**src/rtl/counter_bank_sequencer_if.sv**
```systemverilog
// -----------------------------------------------------------------------------
// counter_bank_sequencer_if
//
// Requester-side bus of the counter bank sequencer: the snapshot request/ack
// handshake and the registered snapshot read port.
//
//   snapshot_req_i  requester -> sequencer  level request, held until ack
//   snapshot_ack_o  sequencer -> requester  one-cycle pulse, snapshot valid
//   rd_en_i         requester -> sequencer  read strobe
//   rd_addr_i       requester -> sequencer  counter index (6 bits)
//   rd_data_o       sequencer -> requester  registered read data
//   rd_valid_o      sequencer -> requester  one-cycle pulse qualifying rd_data_o
//
// master = requester, slave = sequencer.
// -----------------------------------------------------------------------------
interface counter_bank_sequencer_if #(
  parameter int BIT_WIDTH = 16
);
  logic                 snapshot_req_i;
  logic                 snapshot_ack_o;
  logic                 rd_en_i;
  logic [5:0]           rd_addr_i;
  logic [BIT_WIDTH-1:0] rd_data_o;
  logic                 rd_valid_o;

  modport master (
    output snapshot_req_i, rd_en_i, rd_addr_i,
    input  snapshot_ack_o, rd_data_o, rd_valid_o
  );

  modport slave (
    input  snapshot_req_i, rd_en_i, rd_addr_i,
    output snapshot_ack_o, rd_data_o, rd_valid_o
  );
endinterface

```
**src/rtl/counter_bank_sequencer.sv**
```systemverilog
// -----------------------------------------------------------------------------
// counter_bank_sequencer
//
// Controller for a bank of K-modular-redundant event counters. Event pulses
// are forwarded as replicated countup strobes; a snapshot request runs
// LATCH (capture all counters) -> CLEAR (pulse reset_counter) -> DONE (ack).
// Events arriving while strobes are blocked are held in a 2-bit per-counter
// pending count and replayed later, so none are lost.
//
// Ports:
//   clk              clock
//   rst              asynchronous, active-high reset
//   event_i          [NUM_COUNTERS] one-cycle event pulses
//   counter_value_i  [NUM_COUNTERS][K_MMR][BIT_WIDTH] per-replica counter values
//   countup_o        [NUM_COUNTERS][K_MMR] registered countup strobes
//   reset_counter_o  [NUM_COUNTERS][K_MMR] registered clear strobes
//   mismatch_o       sticky replica-disagreement flag
//   bus              counter_bank_sequencer_if.slave (request/ack + read port)
//
// Configuration macro: COUNTER_BANK_SEQ_VOTE_EN
//   defined   : snapshot captures the bitwise majority of the replicas and
//               mismatch_o flags any replica that disagrees with the vote.
//   undefined : snapshot captures replica 0, mismatch_o is tied to 0.
// -----------------------------------------------------------------------------
module counter_bank_sequencer #(
  parameter int K_MMR        = 3,
  parameter int NUM_COUNTERS = 8,
  parameter int BIT_WIDTH    = 16
) (
  input  logic                                               clk,
  input  logic                                               rst,
  input  logic [NUM_COUNTERS-1:0]                            event_i,
  input  logic [NUM_COUNTERS-1:0][K_MMR-1:0][BIT_WIDTH-1:0]  counter_value_i,
  output logic [NUM_COUNTERS-1:0][K_MMR-1:0]                 countup_o,
  output logic [NUM_COUNTERS-1:0][K_MMR-1:0]                 reset_counter_o,
  output logic                                               mismatch_o,
  counter_bank_sequencer_if.slave                            bus
);

  localparam int AW = (NUM_COUNTERS > 1) ? $clog2(NUM_COUNTERS) : 1;

  typedef enum logic [1:0] {IDLE, LATCH, CLEAR, DONE} state_t;

  state_t               state, state_next;
  logic [1:0]           pend      [NUM_COUNTERS];
  logic [1:0]           pend_next [NUM_COUNTERS];
  logic [2:0]           pend_sum  [NUM_COUNTERS];
  logic                 pend_busy;
  logic                 replay_en;
  logic [NUM_COUNTERS-1:0] countup_q, countup_next;
  logic                 reset_q;
  logic                 ack_q;
  logic [BIT_WIDTH-1:0] snap     [NUM_COUNTERS];
  logic [BIT_WIDTH-1:0] captured [NUM_COUNTERS];
  logic [AW-1:0]        rd_idx;

  // ---------------------------------------------------------------------------
  // FSM
  // ---------------------------------------------------------------------------
  // NOTE: sequential state uses non-blocking (<=) so every flop samples the
  // pre-edge values; blocking (=) is reserved for combinational blocks.
  always_ff @(posedge clk or posedge rst) begin
    if (rst) state <= IDLE;
    else     state <= state_next;
  end

  always_comb begin
    pend_busy = 1'b0;
    for (int n = 0; n < NUM_COUNTERS; n++)
      if (pend[n] != 2'd0) pend_busy = 1'b1;
  end

  // NOTE: every variable written in always_comb gets a default first so no
  // path leaves it unassigned (which would infer a latch).
  always_comb begin
    state_next = state;
    unique case (state)
      IDLE:    if (bus.snapshot_req_i && !pend_busy) state_next = LATCH;
      LATCH:   state_next = CLEAR;
      CLEAR:   state_next = DONE;
      DONE:    state_next = IDLE;
      default: state_next = IDLE;
    endcase
  end

  // ---------------------------------------------------------------------------
  // Event forwarding / pending replay
  // ---------------------------------------------------------------------------
  // The strobe register holds what is visible in the cycle being entered, so
  // strobes are gated by state_next: LATCH and CLEAR block them. A fresh event
  // is added to the pending count and, when strobes are allowed, one unit is
  // issued. This covers both "pend drains when idle" and "an event takes the
  // drained slot". The all-zero entry guard caps the count at 2.
  assign replay_en = (state_next == IDLE) || (state_next == DONE);

  always_comb begin
    for (int n = 0; n < NUM_COUNTERS; n++) begin
      pend_sum[n]     = {1'b0, pend[n]} + {2'b00, event_i[n]};
      countup_next[n] = 1'b0;
      pend_next[n]    = pend_sum[n][1:0];
      if (replay_en && (pend_sum[n] != 3'd0)) begin
        countup_next[n] = 1'b1;
        pend_next[n]    = 2'(pend_sum[n] - 3'd1);
      end
    end
  end

  always_ff @(posedge clk or posedge rst) begin
    if (rst) begin
      countup_q <= '0;
      reset_q   <= 1'b0;
      ack_q     <= 1'b0;
      for (int n = 0; n < NUM_COUNTERS; n++) pend[n] <= 2'd0;
    end else begin
      countup_q <= countup_next;
      reset_q   <= (state_next == CLEAR);
      ack_q     <= (state_next == DONE);
      for (int n = 0; n < NUM_COUNTERS; n++) pend[n] <= pend_next[n];
    end
  end

  for (genvar n = 0; n < NUM_COUNTERS; n++) begin : g_countup
    assign countup_o[n] = {K_MMR{countup_q[n]}};
  end
  assign reset_counter_o    = {(NUM_COUNTERS*K_MMR){reset_q}};
  assign bus.snapshot_ack_o = ack_q;

  // ---------------------------------------------------------------------------
  // Capture path (optional voter)
  // ---------------------------------------------------------------------------
`ifdef COUNTER_BANK_SEQ_VOTE_EN
  logic [NUM_COUNTERS-1:0] disagree;
  logic                    mismatch_q;

  function automatic logic [BIT_WIDTH-1:0] vote(
    input logic [K_MMR-1:0][BIT_WIDTH-1:0] r
  );
    logic [BIT_WIDTH-1:0] v;
    int ones;
    v = '0;
    for (int b = 0; b < BIT_WIDTH; b++) begin
      ones = 0;
      for (int k = 0; k < K_MMR; k++) ones += int'(r[k][b]);
      v[b] = (ones > K_MMR / 2);
    end
    return v;
  endfunction

  always_comb begin
    for (int n = 0; n < NUM_COUNTERS; n++) begin
      captured[n] = vote(counter_value_i[n]);
      disagree[n] = 1'b0;
      for (int k = 0; k < K_MMR; k++)
        if (counter_value_i[n][k] != captured[n]) disagree[n] = 1'b1;
    end
  end

  always_ff @(posedge clk or posedge rst) begin
    if (rst)                              mismatch_q <= 1'b0;
    else if (state == LATCH && |disagree) mismatch_q <= 1'b1;
  end
  assign mismatch_o = mismatch_q;
`else
  always_comb begin
    for (int n = 0; n < NUM_COUNTERS; n++) captured[n] = counter_value_i[n][0];
  end
  assign mismatch_o = 1'b0;
`endif

  // ---------------------------------------------------------------------------
  // Snapshot registers and read port
  // ---------------------------------------------------------------------------
  // NOTE: the snapshot array is explicitly reset because reads of a never-
  // captured counter must return 0, so it cannot be left to a RAM macro.
  always_ff @(posedge clk or posedge rst) begin
    if (rst) begin
      for (int n = 0; n < NUM_COUNTERS; n++) snap[n] <= '0;
    end else if (state == LATCH) begin
      for (int n = 0; n < NUM_COUNTERS; n++) snap[n] <= captured[n];
    end
  end

  assign rd_idx = bus.rd_addr_i[AW-1:0];

  // A read at the LATCH edge still sees the old snapshot (pre-edge value).
  always_ff @(posedge clk or posedge rst) begin
    if (rst) begin
      bus.rd_valid_o <= 1'b0;
      bus.rd_data_o  <= '0;
    end else begin
      bus.rd_valid_o <= bus.rd_en_i;
      if (bus.rd_en_i) begin
        if (int'(bus.rd_addr_i) < NUM_COUNTERS) bus.rd_data_o <= snap[rd_idx];
        else                                    bus.rd_data_o <= '0;
      end
    end
  end

endmodule

```
**src/flat_wrapper.sv**
```systemverilog
// flat-port wrapper written by rule: the top's interface ports become plain ports
module counter_bank_sequencer_flat 
#(
  parameter int K_MMR        = 3,
  parameter int NUM_COUNTERS = 8,
  parameter int BIT_WIDTH    = 16
)
  (clk, rst, event_i, counter_value_i, countup_o, reset_counter_o, mismatch_o, bus_snapshot_req_i, bus_rd_en_i, bus_rd_addr_i, bus_snapshot_ack_o, bus_rd_data_o, bus_rd_valid_o);
  counter_bank_sequencer_if #(.BIT_WIDTH(BIT_WIDTH)) bus_i ();
  input  logic clk;
  input  logic rst;
  input  logic [NUM_COUNTERS-1:0] event_i;
  input  logic [NUM_COUNTERS-1:0][K_MMR-1:0][BIT_WIDTH-1:0] counter_value_i;
  output logic [NUM_COUNTERS-1:0][K_MMR-1:0] countup_o;
  output logic [NUM_COUNTERS-1:0][K_MMR-1:0] reset_counter_o;
  output logic mismatch_o;
  input wire logic [$bits(bus_i.snapshot_req_i)-1:0] bus_snapshot_req_i;
  input wire logic [$bits(bus_i.rd_en_i)-1:0] bus_rd_en_i;
  input wire logic [$bits(bus_i.rd_addr_i)-1:0] bus_rd_addr_i;
  output wire logic [$bits(bus_i.snapshot_ack_o)-1:0] bus_snapshot_ack_o;
  output wire logic [$bits(bus_i.rd_data_o)-1:0] bus_rd_data_o;
  output wire logic [$bits(bus_i.rd_valid_o)-1:0] bus_rd_valid_o;
  assign bus_i.snapshot_req_i = bus_snapshot_req_i;
  assign bus_i.rd_en_i = bus_rd_en_i;
  assign bus_i.rd_addr_i = bus_rd_addr_i;
  assign bus_snapshot_ack_o = bus_i.snapshot_ack_o;
  assign bus_rd_data_o = bus_i.rd_data_o;
  assign bus_rd_valid_o = bus_i.rd_valid_o;
  counter_bank_sequencer #(.K_MMR(K_MMR), .NUM_COUNTERS(NUM_COUNTERS), .BIT_WIDTH(BIT_WIDTH)) u_core (.clk(clk), .rst(rst), .event_i(event_i), .counter_value_i(counter_value_i), .countup_o(countup_o), .reset_counter_o(reset_counter_o), .mismatch_o(mismatch_o), .bus(bus_i));
endmodule
```
**config.mk**
```make
export PLATFORM = sky130hd
export DESIGN_NAME = counter_bank_sequencer_flat
export DESIGN_NICKNAME = d
export VERILOG_FILES = /design/src/rtl/counter_bank_sequencer_if.sv /design/src/rtl/counter_bank_sequencer.sv /design/src/flat_wrapper.sv
export SDC_FILE = /design/constraint.sdc
export NUM_CORES = 1
export LEC_CHECK = 0
export BUFFER_PORTS_ARGS = -buffer_cell sky130_fd_sc_hd__buf_2
export CAP_MARGIN = 25
export CORE_AREA = 2 2 181 183
export CTS_CLUSTER_SIZE = 30
export DETAILED_ROUTE_END_ITERATION = 8
export DIE_AREA = 0 0 183 185
export SLEW_MARGIN = 10
export SYNTH_ARGS = -nofsm -noshare
export SYNTH_HDL_FRONTEND = slang
export SYNTH_SLANG_ARGS = --single-unit
```
**constraint.sdc**
```tcl
create_clock -name clk -period 7.1 [get_ports clk]
set_input_delay 2.13 -clock clk [delete_from_list [all_inputs] [get_ports clk]]
set_output_delay 2.13 -clock clk [all_outputs]
set_load 0.02 [all_outputs]
```
==> flow_summary.toml <==
[cells_and_area]
drive_above_1_share = 0.581
area_growth_pct = 21.6
layout.nets = 1168

[setup_path]
path_buf_inv = 1
max_stage_delay_ns = 0.75
cp_data_required_time_ns = 4.97
ff2ff_setup_slack_ns = 4.46
critPathMaxFanout = 24
crit_type = "reg2out"
cp.arrival_ns = 1.47
crit_slowest_cell = "dfrtp_1"
worstSetupEndpointType = "output port"
path_cells = "buf_2"
critical-path-top-delay-family = "flip-flops"
start_kind = "flop"

[timing]
worstMarginPinSlew_ns = 1.06
rsz0062_at_grt = "no"
worst_slack_ns = 3.50
period_share = 0.508
finalHoldViolCount = 0
hold_ws_ns = 0.502
fin_skew_ns = 0.0183
setup_violations = 0
min_period_ns = 3.60
slew-limit-headroom = 0.295
timing.fmax_mhz = 278
slew_violations = 0
tns_ns = 0

[cts]
hold_buffers = 0
clk_path_buf_depth = 2
root_buffer = "clkbuf_16"
tritoncts = "built"
cts_setup_buffers = 0
cts_buffers = 17
cts_resized = 0
cts_sinks = 173
htreeDepth = 4
clk_latency_ns = 0.44
cts.clk_slew.worst_paths_ns = 0.06

[drt]
ant_nets = 0
drcViolationCount = 0
drt_pass1_iterations = 4
drtIter0Drc = 144
post_drt_via_cell_ratio = 4.36
wire_per_inst_um = 16.9
routed-via-count = 5057
wl_mm = 19.6

[placement]
dp_slack_ns = 3.01
port_buffers = 211
gp_congestion = 0.701
dpl.hpwl_mm = 14.0

[grt]
grt_max_degree = 110
grt.total_usage = 0.119
overflow = 0
antenna_found_initial = 5
grt_pass1_wl_mm = 29.7
grt_pass1_vias = 5152

[outcome]
status = "completed"

[logic_synthesis]
synth_top_area_frac = 0.522
ys.flop_type = "dfrtp_1"
synth_cell_types = 35
synthTopCellsByArea = "dfrtp_1 52%, mux2_2 17%, mux4_2 8.7%"
seq_area_frac_synth = 0.522
ys_warn_count = 0
synth_nets = 1002
synth-edff-count = 0
synth.cell_area_um2 = 8300
netlist_instances = 572
syn_area_per_cell_um2 = 14.5
async_reset_ff_frac = 1.00
synth_top_cell_by_area = "dfrtp_1"
synth_seq_cells = 173

[power]
ir_worst_vdd_v = 0.000359
cellLeakagePower_uw = 0.00460
power_uw = 4720
p_per_area_nw_per_um2 = 468

[floorplan]
core_area_um2 = 32000
start_util = 0.259
die_width_um = 183
die_area_um2 = 33900
die_h_um = 185
rows = 66
io-pin-count = 469

[job]
cap_viol_max_count = 0

[worst_hold_path]
min_path_type = "reg2reg"
## cells in the final DEF, fill, tap and decap left out, drive strengths merged, types with 2 or more instances in the layout
master	Yosys	layout
nor2	2	2
buf	49	216
inv	36	40
clkinv	0	4
o22ai	16	16
nand2	8	8
nand3	10	10
mux2i	24	24
mux4	32	32
or2b	7	7
o221ai	8	8
ha	28	28
nor4	3	3
dfrtp	173	173
clkinvlp	0	2
nand2b	2	2
and2b	7	7
mux2	128	128
xnor2	8	8
o21ai	2	2
clkbuf	20	21
diode	0	2
## per-layer routing
| metal | share of wire | wire (um) | track usage | vias to the layer above |
|---|---|---|---|---|
| li1 | - | - | - | 2349 |
| met1 | 0.46 | 8940 | 0.152 | 2503 |
| met2 | 0.46 | 8970 | 0.187 | 175 |
| met3 | 0.071 | 1390 | 0.0409 | 22 |
| met4 | 0.012 | 242 | 0.0403 | 8 |
| met5 | 0.0025 | 49 | 0 | - |
## per-stage QoR
step / util / instance area, um2 / instances
6_report: 0.315 / 10100 / 1161
5_1_grt: 0.315 / 10100 / 1159
4_1_cts: 0.314 / 10100 / 1158
3_5_place_dp: 0.296 / 9490 / 1126
3_3_place_gp: 0.296 / 9490 / 1126
2_1_floorplan: - / 8300 / 572
## cell usage after synthesis, types with 2 or more instances
| master | n |
|---|---|
| or2b_2 | 7 |
| nand2_1 | 8 |
| nand3_1 | 9 |
| mux2_2 | 128 |
| clkbuf_1 | 20 |
| nor4_1 | 2 |
| buf_4 | 41 |
| dfrtp_1 | 173 |
| inv_1 | 36 |
| o22ai_1 | 16 |
| xnor2_1 | 8 |
| mux2i_1 | 24 |
| nand2b_1 | 2 |
| mux4_2 | 32 |
| o221ai_2 | 8 |
| ha_1 | 28 |
| buf_2 | 6 |
| and2b_2 | 7 |
## flip-flops by register name, summed over array words and instances, names as in the netlist
register	count
u_core.bus.rd_data_o	16
u_core.bus.rd_valid_o	1
u_core.bus.snapshot_ack_o	1
u_core.countup_q	8
u_core.pend	16
u_core.reset_q	1
u_core.snap	128
u_core.state	2
## report_power, final
part | switching [uW] | internal [uW] | leakage [uW] | total, uW
registers | 258 | 1480 | 0.00207 | 1740
logic | 957 | 1090 | 0.00225 | 2050
clock network | 415 | 516 | 0.000282 | 931
## final cells by class
class,count,area (um2)
fill,3235,21900
sequential,173,4330
multi-input combinational,294,3420
timing repair buffer,216,1110
tap,408,510
clock buffer,21,470
inverter,36,140
clock inverter,11,106
antenna,2,5.00
## path summary, 6_finish.rpt
check                           startpoint                  endpoint  cells past startpoint
max                         u_core.reset_q        reset_counter_o[0]                      1
min                        u_core.snap[79]           u_core.snap[79]                      1
max reg2reg                u_core.state[1]          u_core.snap[127]                      4
min reg2reg                u_core.snap[79]           u_core.snap[79]                      1
max in group asynchronous              rst           u_core.pend[12]                      3
min in group asynchronous              rst  u_core.bus.rd_data_o[11]                      2
## cells by family after synthesis
logic type,after synthesis,synth area share
flops,173,0.522
fa+ha+maj,28,0.0422
simple gates,44,0.0381
mux,184,0.289
buf+inv,105,0.0678
xor+xnor,9,0.00950
compound gates,28,0.0308
other cells,1,0.000452
Note: power is estimated with default switching activity, not from simulation.
